$ cat config.mk
export PLATFORM = sky130hd
export DESIGN_NAME = divmod_unit
export DESIGN_NICKNAME = d
export VERILOG_FILES = /design/src/rtl/divmod_pkg.sv /design/src/rtl/divmod_core.sv /design/src/rtl/divmod_unit.sv
export SDC_FILE = /design/constraint.sdc
export NUM_CORES = 1
export LEC_CHECK = 0
export CORE_UTILIZATION = 50
export DETAILED_ROUTE_END_ITERATION = 10
export PLACE_DENSITY = 0.7
export SLEW_MARGIN = 20
export SYNTH_ARGS = -nofsm -noshare
export SYNTH_HDL_FRONTEND = slang
export SYNTH_SLANG_ARGS = --single-unit
export TNS_END_PERCENT = 1
$ cat constraint.sdc
create_clock -name clk -period 6.95 [get_ports clk]
set_input_delay 1.39 -clock clk [delete_from_list [all_inputs] [get_ports clk]]
set_output_delay 1.39 -clock clk [all_outputs]
set_load 0.03 [all_outputs]
$ cat src/rtl/divmod_pkg.sv
// Shared types and helpers for the multi-cycle divider (divmod_unit, divmod_core).
// The optional floored-division mode is selected by the DIVMOD_FLOOR_MOD_EN macro.
package divmod_pkg;

  typedef enum logic [1:0] {
    IDLE,
    SETUP,
    ITER,
    FIX
  } state_t;

  localparam logic SEL_QUO = 1'b0;
  localparam logic SEL_REM = 1'b1;

  // Widest operand abs_val can handle; callers pass zero-extended values.
  localparam int DIVMOD_MAX_W = 64;
  typedef logic [DIVMOD_MAX_W-1:0] wide_t;

  // Magnitude of a WIDTH-bit operand held zero-extended in a wide_t; msb is WIDTH-1.
  // Only the low WIDTH bits of the result are meaningful.
  function automatic wide_t abs_val(input wide_t value, input logic [5:0] msb,
                                    input logic signed_en);
    return (signed_en && value[msb]) ? -value : value;
  endfunction

endpackage

$ cat src/rtl/divmod_core.sv
// Unsigned restoring-division datapath: one quotient bit per step, quotient
// bits shifted into the dividend register as it empties.
module divmod_core
  import divmod_pkg::*;
#(
  parameter int WIDTH = 16,
  parameter int CNT_W = $clog2(WIDTH + 1)
) (
  input  logic             clk,
  input  logic             rst,
  input  logic             load,
  input  logic             step,
  input  logic [WIDTH-1:0] dividend,
  input  logic [WIDTH-1:0] divisor,
  output logic [WIDTH-1:0] quo,
  output logic [WIDTH-1:0] rem,
  output logic             last
);

  logic [WIDTH-1:0] rem_q;
  logic [WIDTH-1:0] dvd_q;
  logic [WIDTH-1:0] dvs_q;
  logic [CNT_W-1:0] cnt_q;
  logic [WIDTH:0]   rem_sh;
  logic [WIDTH-1:0] rem_sub;
  logic             ge;

  // The shifted remainder needs WIDTH+1 bits; when it is >= divisor the true
  // difference is < divisor, so the low WIDTH bits of the subtraction are exact.
  assign rem_sh  = {rem_q, dvd_q[WIDTH-1]};
  assign ge      = (rem_sh >= {1'b0, dvs_q});
  assign rem_sub = rem_sh[WIDTH-1:0] - dvs_q;

  assign quo  = dvd_q;
  assign rem  = rem_q;
  assign last = (cnt_q == CNT_W'(1));

  // NOTE: the datapath registers are plain flops, not a memory, so they take
  // the async reset like everything else; that keeps outputs deterministic.
  always_ff @(posedge clk or negedge rst) begin
    if (!rst) begin
      rem_q <= '0;
      dvd_q <= '0;
      dvs_q <= '0;
      cnt_q <= '0;
    end else if (load) begin
      rem_q <= '0;
      dvd_q <= dividend;
      dvs_q <= divisor;
      cnt_q <= CNT_W'(WIDTH);
    end else if (step) begin
      rem_q <= ge ? rem_sub : rem_sh[WIDTH-1:0];
      dvd_q <= {dvd_q[WIDTH-2:0], ge};
      cnt_q <= cnt_q - CNT_W'(1);
    end
  end

endmodule

$ cat src/rtl/divmod_unit.sv
// Multi-cycle signed/unsigned divider returning quotient or remainder with ALU flags.
// Define DIVMOD_FLOOR_MOD_EN for floored signed division (remainder takes divisor sign).
module divmod_unit
  import divmod_pkg::*;
#(
  parameter int WIDTH = 16,
  parameter int CNT_W = $clog2(WIDTH + 1)
) (
  input  logic             clk,
  input  logic             rst,
  input  logic             start,
  input  logic             signed_en,
  input  logic             sel_rem,
  input  logic [WIDTH-1:0] a,
  input  logic [WIDTH-1:0] b,
  output logic [WIDTH-1:0] result,
  output logic             busy,
  output logic             done,
  output logic             dbz,
  output logic             Z,
  output logic             N,
  output logic             C,
  output logic             V
);

  localparam logic [5:0]       MSB     = 6'(WIDTH - 1);
  localparam logic [WIDTH-1:0] MIN_VAL = {1'b1, {(WIDTH - 1){1'b0}}};

  state_t           state;
  logic [WIDTH-1:0] a_r, b_r;
  logic             signed_r, sel_r, q_neg, r_neg, dbz_path, ovf_r;
  logic             sa, sb;
  wide_t            a_mag_w, b_mag_w;
  logic [WIDTH-1:0] quo, rem, q_c, r_c, res_c;
  logic             core_load, core_step, core_last;
  logic             unused_mag_hi;

  assign a_mag_w       = abs_val(wide_t'(a_r), MSB, signed_r);
  assign b_mag_w       = abs_val(wide_t'(b_r), MSB, signed_r);
  assign unused_mag_hi = ^{a_mag_w[DIVMOD_MAX_W-1:WIDTH], b_mag_w[DIVMOD_MAX_W-1:WIDTH]};

  assign sa        = signed_r & a_r[WIDTH-1];
  assign sb        = signed_r & b_r[WIDTH-1];
  assign core_load = (state == SETUP) && (b_r != '0);
  assign core_step = (state == ITER);
  assign C         = 1'b0;

  divmod_core #(
    .WIDTH(WIDTH),
    .CNT_W(CNT_W)
  ) u_core (
    .clk     (clk),
    .rst     (rst),
    .load    (core_load),
    .step    (core_step),
    .dividend(a_mag_w[WIDTH-1:0]),
    .divisor (b_mag_w[WIDTH-1:0]),
    .quo     (quo),
    .rem     (rem),
    .last    (core_last)
  );

  // NOTE: every variable gets a value before any conditional update, so no
  // path through this block can leave one unassigned and infer a latch.
  always_comb begin
    q_c = q_neg ? -quo : quo;
    r_c = r_neg ? -rem : rem;
`ifdef DIVMOD_FLOOR_MOD_EN
    if (signed_r && q_neg && (r_c != '0)) begin
      r_c = r_c + b_r;
      q_c = q_c - WIDTH'(1);
    end
`endif
    if (dbz_path) begin
      q_c = '1;
      r_c = a_r;
    end
    res_c = (sel_r == SEL_REM) ? r_c : q_c;
  end

  // NOTE: all state is updated with non-blocking assignments so every
  // register samples the pre-edge values regardless of statement order.
  always_ff @(posedge clk or negedge rst) begin
    if (!rst) begin
      state    <= IDLE;
      a_r      <= '0;
      b_r      <= '0;
      signed_r <= 1'b0;
      sel_r    <= SEL_QUO;
      q_neg    <= 1'b0;
      r_neg    <= 1'b0;
      dbz_path <= 1'b0;
      ovf_r    <= 1'b0;
      result   <= '0;
      busy     <= 1'b0;
      done     <= 1'b0;
      dbz      <= 1'b0;
      Z        <= 1'b0;
      N        <= 1'b0;
      V        <= 1'b0;
    end else begin
      done <= 1'b0;
      case (state)
        IDLE: begin
          if (start) begin
            a_r      <= a;
            b_r      <= b;
            signed_r <= signed_en;
            sel_r    <= sel_rem;
            busy     <= 1'b1;
            state    <= SETUP;
          end
        end
        SETUP: begin
          dbz_path <= (b_r == '0);
          q_neg    <= sa ^ sb;
          r_neg    <= sa;
          ovf_r    <= signed_r && (a_r == MIN_VAL) && (b_r == '1);
          state    <= (b_r == '0) ? FIX : ITER;
        end
        ITER: begin
          if (core_last) state <= FIX;
        end
        FIX: begin
          result <= res_c;
          Z      <= (res_c == '0);
          N      <= res_c[WIDTH-1];
          V      <= dbz_path | ovf_r;
          dbz    <= dbz_path;
          done   <= 1'b1;
          busy   <= 1'b0;
          state  <= IDLE;
        end
        default: state <= IDLE;
      endcase
    end
  end

endmodule

# ---- Yosys cells after proc, flatten, opt, wreduce, memory -nomap -nowiden
# Cells that the tools add are included.
dict set report totals {
  output_inout_bits 23
  word_cells 74
  input_bits 37
  register_bits 115
}
dict set report op_classes {
  n_lt_le_gt_ge 1
  add_sub_neg 6
  n_bitwise 4
  muxes 21
  reduce_logical 14
  n_eq_ne 8
}
# cell n
set op_table {}
lappend op_table {{16-bit 2-to-1 mux} 12}
lappend op_table {{16-bit negation} 4}
lappend op_table {{16-bit equality test (second input constant)} 2}
lappend op_table {{16-bit zero test} 2}
lappend op_table {{17-bit by 16-bit >= comparator with 1-bit output} 1}
lappend op_table {{16-bit nonzero test} 1}
lappend op_table {{16-bit subtractor} 1}
lappend op_table {{5-bit 2-to-1 mux} 2}
lappend op_table {{2-bit one-hot mux with 4 select lines} 1}
lappend op_table {{2-bit AND reduction} 3}
lappend op_table {{5-bit by 1-bit equality test with 1-bit output (second input constant)} 1}
lappend op_table {{1-bit logical AND} 5}
lappend op_table {{5-bit by 1-bit subtractor with 5-bit output (second input constant)} 1}
lappend op_table {{2-bit equality test (second input constant)} 2}
lappend op_table {{2-bit 2-to-1 mux} 2}
lappend op_table {{2-bit nonzero test} 2}
lappend op_table {{1-bit 2-to-1 mux} 3}
lappend op_table {{1-bit bitwise AND} 2}
lappend op_table {{2-bit by 1-bit equality test with 1-bit output (second input constant)} 1}
lappend op_table {{2-bit zero test} 1}
lappend op_table {{2-bit by 1-bit != test with 1-bit output (second input constant)} 1}
lappend op_table {{2-bit != test (second input constant)} 1}
lappend op_table {{1-bit one-hot mux with 2 select lines} 1}
lappend op_table {{1-bit bitwise OR} 1}
lappend op_table {{1-bit bitwise XOR} 1}

# ---- Longest topological paths before layout
dict set report logic_depth {
  word_depth 5
  ltp_mapped 11
  ltp_nobuf 11
}

# ---- Modules after synthesis
# A second synthesis with hierarchy kept.
dict set report hier_totals {
  cells_unflattened 794
  hier_area_um2 7473.4
}
# module instances cells_each area_per_inst_um2
set modules_own_cells {}
lappend modules_own_cells {divmod_unit 1 437 4176.5}
lappend modules_own_cells {divmod_core 1 357 3296.9}

# ---- Worst setup path before layout
# No wires, ideal clock.
dict set report synth_timing {
  path_type {register to register}
  start {register u_core.dvd_q[15] (netlist: u_core.quo[15])}
  end {register u_core.rem_q[14] (netlist: u_core.rem[14])}
  setup_slack_ns 4.365
  path_stages_with_launch 12
  t_arrival_ns 2.444
  required_time_ns 6.809
  period_less_slack_ns 2.585
  n_path_buf 0
  cell_sequence {dfrtp_1 > inv_1 > ha_1 > inv_1 > fa_1 > a211oi_1 > o21ai_0 > a2111oi_0 > nor3_1 > and4b_1 > o31ai_1 > a31oi_1}
}
dict set report synth_via {
  elab_chain_cells 4
  elab_cells_between_ends 5
  classes_between {add/sub: 1; order compare: 1; mux: 3}
}
# element line
set synth_lines {}
lappend synth_lines {{from (decl)} divmod_core.sv:21} ;# logic [WIDTH-1:0] dvd_q;
lappend synth_lines {{from (signal assigned)} divmod_core.sv:48} ;# dvd_q <= dividend;
lappend synth_lines {{from (signal assigned)} divmod_core.sv:53} ;# dvd_q <= {dvd_q[WIDTH-2:0], ge};
lappend synth_lines {{16-bit subtractor / 17-bit by 16-bit >= comparator with 1-bit output (equally long branches)} {divmod_core.sv:32, divmod_core.sv:31}}
lappend synth_lines {{16-bit 2-to-1 mux (*)} divmod_core.sv:52} ;# rem_q <= ge ? rem_sub : rem_sh[WIDTH-1:0];
lappend synth_lines {{16-bit 2-to-1 mux (*)} divmod_core.sv:51} ;# end else if (step) begin
lappend synth_lines {{16-bit 2-to-1 mux (*)} divmod_core.sv:46} ;# end else if (load) begin
lappend synth_lines {{to (signal assigned)} divmod_core.sv:52}
lappend synth_lines {{to (decl)} divmod_core.sv:20} ;# logic [WIDTH-1:0] rem_q;
# Mark *: on every way between the ends. The rest lies on a longest branch, timed or not. The select of a mux whose other input is x is not followed.
# A chain may end at the register's enable or synchronous reset.

# ---- Worst setup path in the final report
dict set report layout_timing {
  start {register u_core.rem_q[0] (netlist: u_core.rem[0])}
  end {register Z}
}
dict set report layout_via {
  elab_chain_cells 5
}
# element line
set layout_lines {}
lappend layout_lines {{16-bit negation} divmod_unit.sv:67} ;# r_c = r_neg ? -rem : rem;
lappend layout_lines {{16-bit 2-to-1 mux (*)} divmod_unit.sv:67}
lappend layout_lines {{16-bit 2-to-1 mux (*)} divmod_unit.sv:74} ;# if (dbz_path) begin
lappend layout_lines {{16-bit 2-to-1 mux (*)} divmod_unit.sv:78} ;# res_c = (sel_r == SEL_REM) ? r_c : q_c;
lappend layout_lines {{16-bit zero test (*)} divmod_unit.sv:126} ;# Z <= (res_c == '0);
lappend layout_lines {{to (signal assigned)} divmod_unit.sv:126}
lappend layout_lines {{to (decl)} divmod_unit.sv:20} ;# output logic Z,
# Mark *: on every way between the ends. The rest lies on a longest branch, timed or not.

==> run metrics <==
share of the synthesized area in the top cell type 0.383; antenna violation net count after detailed routing 0; post-route clock period utilization 0.446; Ports 60; Starting Density 0.512; RSZ-0062 raised after global routing false; Worst Skew 0.0100 ns; Placer Congestion 0.964; run status complete, no violations; DRT Pass-1 Iters 6; async set-reset flop share out of synthesis 1.00; CTS tree done; largest stage delay on the critical path 0.75 ns; total power 4960 µW; Slew Limit Fails 0; crit-path cells inv_1, ha_1, nor3b_1, a21oi_1, a2111oi_0, a21oi_1, nor4_1, nand4_1, o22ai_2; DRT Wirelength 18,900 µm; CTS clock-pin slew for the worst setup and hold paths 0.06 ns; DIE WIDTH 124 µm; ys flop type dfrtp_1; min Tclk post-route 3.10 ns; total gr overflow 0; Die Y 124 µm; initial antenna violation count 0; TritonCTS Sinks 114; syn_nets 878; first-pass GRT wire length 30,600 µm; ant diodes 0; synth top area cells dfrtp_1 (38%), mux2_2 (7.9%), ha_1 (4.5%); Post-CTS Setup Repair Bufs 0; Syn Inst Count 813; Setup TNS 0 ns; port bufs 58; H-tree levels 4; nets 911; CTS root buffer clkbuf_16; CORE AREA 14,500 µm²; initial DRC count 572; Max FO, Critical Path 9; Tightest Pin Transition 0.954 ns; Ys Warns 0; Setup CP Type flip-flop to flip-flop; Critical Path End Type flip-flop; DIE AREA 15,400 µm²; Yosys top cell by area dfrtp_1; DP HPWL 13,600 µm; total CTS buffers 17; Post-CTS Resized 0; ratio of cells with drive above 1 in the final layout 0.129; routed vias/inst 6.06; Peak VDD IR 281 µV; number of global-route vias before repair 6,004; register area share after synthesis 0.383; final setup vio count 0; Pleak 0.00359 µW; Worst slew margin 0.364; Tot GR Track Use 0.263; hold buffers post-CTS 0; Synth Register Bits 114; pin count of the biggest net entering global routing 75; fmax 323 MHz; Vias 6,318; count leader, synth dfrtp_1; worst endpoint data arrival time 3.44 ns; Worst setup SP type flip-flop; Syn Area/Cell 9.16 µm²; # rows 44; clock latency on the worst-skew pair 0.42 ns; CTS Buffer Depth 2; slowest cell on the critical path nor3b_1; Area Growth Syn to Fin 16.2%; Final Hold Fails 0; Max Cap Viol 0; Commonest cells post-synth dfrtp_1 (114), nand2_1 (79), o21ai_0 (63); Syn Std Cell Area 7440 µm²; Worst Hold Class flip-flop to flip-flop; DR WL/cell 18.1 µm; Netlist cell types 73; Critical Path Most Common Cell a21oi_1; DRC viols 0; PwrDens 574 nW/µm²; number of flops mapped to enable cells by yosys 0; CP Data Required Time 7.29 ns
[routing by layer]
metal	part of all wire	GRT usage	wire length, µm
met5	0	0	0
met2	0.45	0.391	8470
met3	0.058	0.0614	1100
met4	0.027	0.106	510
met1	0.47	0.369	8830
[per-stage QoR]
| stage | hold WS, ns | instance area (µm²) | utilization | worst slack [ns] | cells |
|---|---|---|---|---|---|
| floorplan | 0.450 | 7440 | - | 4.37 | 813 |
| global placement | 0.469 | 8090 | 0.557 | 4.02 | 1011 |
| detailed placement | 0.485 | 8090 | 0.557 | 3.97 | 1011 |
| CTS | 0.498 | 8630 | 0.594 | 3.96 | 1043 |
| global route | 0.524 | 8650 | 0.595 | 3.60 | 1043 |
| finish | 0.490 | 8650 | 0.595 | 3.85 | 1043 |
[power by group]
| group | leakage [µW] | total [µW] | internal, µW | switching, µW |
|---|---|---|---|---|
| clock | 0.000252 | 803 | 466 | 336 |
| combinational | 0.00194 | 2750 | 1170 | 1590 |
| sequential | 0.00140 | 1410 | 978 | 428 |
[sequential cells by signal (all words and copies together), names as in the netlist]
signal	flops
done	1
dbz	1
q_neg	1
u_core.quo	16
b_r	16
result	16
sel_r	1
state	2
u_core.cnt_q	5
ovf_r	1
u_core.dvs_q	16
dbz_path	1
Z	1
r_neg	1
u_core.rem	16
signed_r	1
busy	1
V	1
a_r	16
[cell families (layout without fill, tap and decap cells)]
| family | Yosys count | after routing | share of synthesized area |
|---|---|---|---|
| adders and majority gates | 28 | 28 | 0.0481 |
| buffers and inverters | 101 | 147 | 0.0536 |
| xor gates and xnor gates | 59 | 59 | 0.0694 |
| and+or+nand+nor | 241 | 241 | 0.163 |
| other | 1 | 1 | 0.000504 |
| muxes | 79 | 79 | 0.115 |
| DFF | 114 | 114 | 0.383 |
| AOI/OAI and AO/OA | 190 | 190 | 0.167 |
[layout make-up]
type	instances	area, µm²
inverter	52	195
fill	1287	5890
tap	184	230
clock buffer	18	439
timing repair buffer	63	616
clock inverter	14	104
sequential	114	2850
multi-input combinational	598	4210
[layout by cell type (no fill, tap or decap), types with 5 or more instances in the layout]
cell               n
dfrtp_1          114
nand2_1           79
o21ai_0           63
clkdlybuf4s50_1   57
inv_1             52
mux2_2            52
nor2_1            49
a21oi_1           41
xor2_1            32
xnor2_1           27
mux2i_1           26
ha_1              26
nor3_1            24
a31oi_1           17
clkbuf_16         17
nand4_1           13
nand3_1           12
a211oi_1           8
o31ai_1            8
nor4_1             8
nand3b_1           6
nand2b_1           6
clkinvlp_4         6
buf_4              6
o41ai_1            5
o211ai_1           5
inv_6              5
[worst max-delay path: cells and delay by family (launching register included)]
family	cells	cell delay (ns)
compound gates	4	1.00
fa+ha+maj	1	0.20
buf+inv	1	0.10
flops	1	0.49
simple gates	3	1.22
[worst paths after layout]
kind | start | depth (start not counted) | slack (ns) | to
min | u_core.dvs_q[13]$_DFFE_PN0P_ | 2 | 0.49 | u_core.dvs_q[13]$_DFFE_PN0P_
max in group asynchronous | rst | 2 | 4.65 | a_r[15]$_DFFE_PN0P_
max reg2reg | u_core.rem[0]$_DFFE_PN0P_ | 9 | 3.85 | Z$_DFFE_PN0P_
min reg2reg | u_core.dvs_q[13]$_DFFE_PN0P_ | 2 | 0.49 | u_core.dvs_q[13]$_DFFE_PN0P_
max | u_core.rem[0]$_DFFE_PN0P_ | 9 | 3.85 | Z$_DFFE_PN0P_
min in group asynchronous | rst | 1 | 0.94 | result[9]$_DFFE_PN0P_
Note: power is estimated with default switching activity, not from simulation.
